File: src/rtl/uart_tx_arbiter.sv
// Round-robin arbiter sharing one uart_tx between NumReq valid/ready byte producers.
// Optional macro UART_ARB_TAG_EN: each grant sends tag byte {4'hA, grant id} before the payload.
module uart_tx_arbiter #(
  parameter  int NumReq  = 4,
  localparam int IdWidth = $clog2(NumReq)
) (
  input  logic                clk_i,
  input  logic                rst_ni,
  input  logic [NumReq-1:0]   req_valid_i,
  input  logic [NumReq*8-1:0] req_data_i,
  output logic [NumReq-1:0]   req_ready_o,
  output logic                start_tx_o,
  output logic [7:0]          tx_data_o,
  input  logic                tx_done_tick_i,
  output logic                tx_busy_o,
  output logic [IdWidth-1:0]  grant_id_o
);

`ifdef UART_ARB_TAG_EN
  typedef enum logic [2:0] {ST_IDLE, ST_START, ST_WAIT, ST_TAG_START, ST_TAG_WAIT} state_e;
`else
  typedef enum logic [2:0] {ST_IDLE, ST_START, ST_WAIT} state_e;
`endif

  state_e               state_q, state_d;
  logic [IdWidth-1:0]   ptr_q, ptr_d;
  logic                 start_q, start_d;
  logic [7:0]           data_q, data_d;
  logic                 busy_q, busy_d;
  logic [IdWidth-1:0]   gid_q, gid_d;
`ifdef UART_ARB_TAG_EN
  logic [7:0]           payload_q, payload_d;
`endif

  logic [7:0]           req_bytes [NumReq];
  logic [IdWidth-1:0]   winner;
  logic                 found;
  logic [7:0]           win_data;

  for (genvar gi = 0; gi < NumReq; gi++) begin : g_bytes
    assign req_bytes[gi] = req_data_i[8*gi +: 8];
  end

  // Scan ptr, ptr+1, ... wrapping; the first valid requester wins.
  always_comb begin
    logic [IdWidth:0]   sum;
    logic [IdWidth-1:0] idx;
    winner = '0;
    found  = 1'b0;
    sum    = '0;
    idx    = '0;
    for (int k = 0; k < NumReq; k++) begin
      sum = {1'b0, ptr_q} + (IdWidth+1)'(k);
      if (sum >= (IdWidth+1)'(NumReq)) sum = sum - (IdWidth+1)'(NumReq);
      idx = sum[IdWidth-1:0];
      if (!found && req_valid_i[idx]) begin
        found  = 1'b1;
        winner = idx;
      end
    end
  end

  assign win_data = req_bytes[winner];

  always_comb begin
    req_ready_o = '0;
    if (state_q == ST_IDLE && found) begin
      req_ready_o = {{(NumReq-1){1'b0}}, 1'b1} << winner;
    end
  end

  always_comb begin
    state_d   = state_q;
    ptr_d     = ptr_q;
    start_d   = 1'b0;
    data_d    = data_q;
    busy_d    = busy_q;
    gid_d     = gid_q;
`ifdef UART_ARB_TAG_EN
    payload_d = payload_q;
`endif
    case (state_q)
      ST_IDLE: begin
        if (found) begin
          gid_d   = winner;
          busy_d  = 1'b1;
          start_d = 1'b1;
`ifdef UART_ARB_TAG_EN
          payload_d = win_data;
          data_d    = {4'hA, 4'(winner)};
          state_d   = ST_TAG_START;
`else
          data_d  = win_data;
          state_d = ST_START;
`endif
        end
      end
      ST_START: state_d = ST_WAIT;
      ST_WAIT: begin
        if (tx_done_tick_i) begin
          ptr_d   = (gid_q == IdWidth'(NumReq-1)) ? '0 : gid_q + 1'b1;
          busy_d  = 1'b0;
          state_d = ST_IDLE;
        end
      end
`ifdef UART_ARB_TAG_EN
      ST_TAG_START: state_d = ST_TAG_WAIT;
      ST_TAG_WAIT: begin
        // Tag is out; the payload follows through the normal start/wait pair.
        if (tx_done_tick_i) begin
          data_d  = payload_q;
          start_d = 1'b1;
          state_d = ST_START;
        end
      end
`endif
      default: state_d = ST_IDLE;
    endcase
  end

  always_ff @(posedge clk_i or negedge rst_ni) begin
    if (!rst_ni) begin
      state_q   <= ST_IDLE;
      ptr_q     <= '0;
      start_q   <= 1'b0;
      data_q    <= '0;
      busy_q    <= 1'b0;
      gid_q     <= '0;
`ifdef UART_ARB_TAG_EN
      payload_q <= '0;
`endif
    end else begin
      state_q   <= state_d;
      ptr_q     <= ptr_d;
      start_q   <= start_d;
      data_q    <= data_d;
      busy_q    <= busy_d;
      gid_q     <= gid_d;
`ifdef UART_ARB_TAG_EN
      payload_q <= payload_d;
`endif
    end
  end

  assign start_tx_o = start_q;
  assign tx_data_o  = data_q;
  assign tx_busy_o  = busy_q;
  assign grant_id_o = gid_q;

endmodule

File: config.mk
export PLATFORM = sky130hd
export DESIGN_NAME = uart_tx_arbiter
export DESIGN_NICKNAME = d
export VERILOG_FILES = /design/src/rtl/uart_tx_arbiter.sv
export SDC_FILE = /design/constraint.sdc
export NUM_CORES = 1
export LEC_CHECK = 0
export ABC_CLOCK_PERIOD_IN_PS = 1400
export BUFFER_PORTS_ARGS = -buffer_cell sky130_fd_sc_hd__buf_2
export CAP_MARGIN = 20
export CORE_ASPECT_RATIO = 1.1
export CORE_UTILIZATION = 38
export DETAILED_ROUTE_END_ITERATION = 16
export PLACE_DENSITY = 0.74
export SLEW_MARGIN = 20
export SYNTH_ARGS = -nofsm -noshare
export SYNTH_HDL_FRONTEND = slang
export SYNTH_SLANG_ARGS = --single-unit
File: constraint.sdc
create_clock -name clk_i -period 1.4 [get_ports clk_i]
set_input_delay 0.07 -clock clk_i [delete_from_list [all_inputs] [get_ports clk_i]]
set_output_delay 0.07 -clock clk_i [all_outputs]
set_load 0.1 [all_outputs]
==> results.sh <==
export IMPL_outcome="complete, but fails checks"
export IMPL_violations="setup timing"
export IMPL_wl_met1_um=1080
export IMPL_antenna_found_initial=0
export IMPL_grt_first_pass_wirelength_um=4170
export IMPL_synthesis_nets=128
export IMPL_grt_usage=0.209
export IMPL_setup_viol=13
export IMPL_path_class="reg2out"
export IMPL_required_ps=1330
export IMPL_crit_arrival_ps=1810
export IMPL_grt_max_degree=17
export IMPL_path_clk_slew_ps=100
export IMPL_cap_viol_max_count=0
export IMPL_fin_cells=193
export IMPL_drc_errors=0
export IMPL_synth_seq_cells=16
export IMPL_n_antenna_cell=0
export IMPL_port_buffers=54
export IMPL_grt_pass1_vias=965
export IMPL_crit_path_end_kind="output port"
export IMPL_die_h_um=54.4
export IMPL_rsz0062_at_grt="yes"
export IMPL_clkLatencyLatePin_ps=290
export IMPL_syn_to_final_growth_pct=70.4
export IMPL_max_slew_margin_rel=0.673
export IMPL_dp_cells=182
export IMPL_highest_signal_layer="met4"
export IMPL_row_count=18
export IMPL_cp_start_kind="flop"
export IMPL_setup_slack_ps=-484
export IMPL_clock_sinks=16
export IMPL_wire_per_inst_um=14.4
export IMPL_core_mm2=0.00230
export IMPL_min_period_ps=1880
export IMPL_htree_levels=1
export IMPL_first_iter_violations=10
export IMPL_path_max_fanout=3
export IMPL_place_area_mm2=0.00143
export IMPL_gp_congestion=0.897
export IMPL_dieArea_mm2=0.00270
export IMPL_initial_core_util=0.412
export IMPL_dr_wl_met2_um=1590
export IMPL_clockBufferDepth=2
export IMPL_hp_class="in2reg"
export IMPL_ys_types=28
export IMPL_met3WireLength_um=98
export IMPL_vias=994
export IMPL_fin_area_mm2=0.00161
export IMPL_vias_per_cell=5.15
export IMPL_place_hpwl_um=2050
export IMPL_antenna_left=0
export IMPL_die_w_um=49.6
export IMPL_fmax_ghz=0.531
export IMPL_drv_slew=0
export IMPL_cts_buffers=3
export IMPL_cts_root_buf="clkbuf_4"
export IMPL_finalHoldViolCount=0
export IMPL_fin_crit_sh=1.35
export IMPL_seq_area_frac_synth=0.423
export IMPL_synth_warnings=0
export IMPL_io_pins=55
export IMPL_layout_drive_gt1_share=0.632
export IMPL_fin_nets=204
export IMPL_worst_pin_slew_ps=494
export IMPL_clock_skew_ps=9.60
export IMPL_overflow=0
export IMPL_wirelength_um=2790
export IMPL_synth_avg_cell_area_um2=10.8
export IMPL_cts_tree="yes"
export IMPL_netlist_area_um2=947
export IMPL_dr_pass1_iters=4
export IMPL_netlist_instances=88
-- timing repair --
action                                  in CTS  in global routing
endpoints found under the setup margin      14                 14
pin swaps                                    2                  2
buffers inserted                             3                  2
hold endpoints to repair                    16                  0
resized for setup                            8                 11
hold buffers                                 1                  0
cloned                                       1                  0
-- cell type report --
cell class / count / area [um2]
Inverter: 2 / 7.51
Multi-Input combinational cell: 68 / 612
Tap cell: 30 / 37.5
Fill cell: 173 / 683
Sequential cell: 16 / 404
Timing Repair Buffer: 73 / 517
Clock buffer: 4 / 36.3
-- per-stage QoR --
stage,utilization,TNS [ps],hold WS [ps],worst slack [ps]
after floorplan,-,-2220,-226,-359
after global placement,0.624,-811,-2.45,-151
after global routing,0.703,-6100,97.3,-553
final,0.703,-4950,80.1,-484
after CTS,0.677,-3960,77.0,-494
after detailed placement,0.624,-1400,5.64,-227
-- cell usage after synthesis, drive strengths merged --
| library cell | instances | area [um2] |
|---|---|---|
| a21boi | 1 | 7.51 |
| and2b | 1 | 7.51 |
| buf | 1 | 11.3 |
| clkbuf | 1 | 3.75 |
| dfrtp | 16 | 400 |
| ha | 1 | 12.5 |
| inv | 2 | 7.50 |
| mux2 | 2 | 22.5 |
| mux2i | 16 | 160 |
| nand2 | 17 | 66.3 |
| nand3b | 1 | 7.51 |
| nor2 | 7 | 33.8 |
| nor2b | 3 | 21.3 |
| nor3b | 1 | 7.51 |
| nor4 | 1 | 6.26 |
| o21ai | 3 | 18.8 |
| o221ai | 9 | 96.4 |
| o31ai | 1 | 7.51 |
| o32a | 1 | 10.0 |
| o32ai | 1 | 16.3 |
| or3 | 2 | 22.5 |
-- final timing paths --
check / slack [ps] / from / depth (start not counted) / endpoint
min in group asynchronous: 210 / rst_ni / 2 / start_tx_o
max in group asynchronous: 900 / rst_ni / 2 / grant_id_o[1]
worst max register to register: -390 / ptr_q[0] / 8 / tx_data_o[6]
worst max-delay path: -480 / state_q[1] / 4 / req_ready_o[1]
worst min register to register: 490 / tx_busy_o / 2 / tx_busy_o
worst min-delay path: 80 / req_data_i[31] / 3 / tx_data_o[7]
-- critical path: stages, from the launching register on --
cell and delay [ps]:
dfrtp_1 380, or3_4 400, or3_4 440, nor2_4 140, buf_12 180
-- per-layer routing --
metal	global-route usage	vias to the layer above
li1	-	484
met1	0.235	478
met2	0.399	30
met3	0.0417	2
met4	0.0714	0
met5	0	-
-- cells in the final DEF, fill, tap and decap left out, types with 2 or more instances in the layout --
master,count
buf_2,50
o21ai_2,3
or3_4,2
buf_12,5
clkbuf_4,3
nand2_2,2
nand2_1,14
dfrtp_1,13
nor2_4,6
buf_6,3
o221ai_1,7
dfrtp_2,3
mux2i_1,14
nor2b_1,2
mux2_2,2
buf_4,13
-- kinds of logic after synthesis --
family	share of synthesized area
AO/OA/AOI/OAI	0.165
adder cells (fa/ha/maj)	0.0132
buffers and inverters	0.0238
flip-flops	0.423
multiplexers	0.193
AND/OR/NAND/NOR	0.182
-- flip-flops by register name (all words and copies together), names as in the netlist --
signal	flops
ptr_q	2
start_tx_o	1
grant_id_o	2
tx_data_o	8
tx_busy_o	1
state_q	2
Power is left out: the tool's default activity adds up to more than one toggle a clock period on the data nets, which glitch-free logic cannot reach.
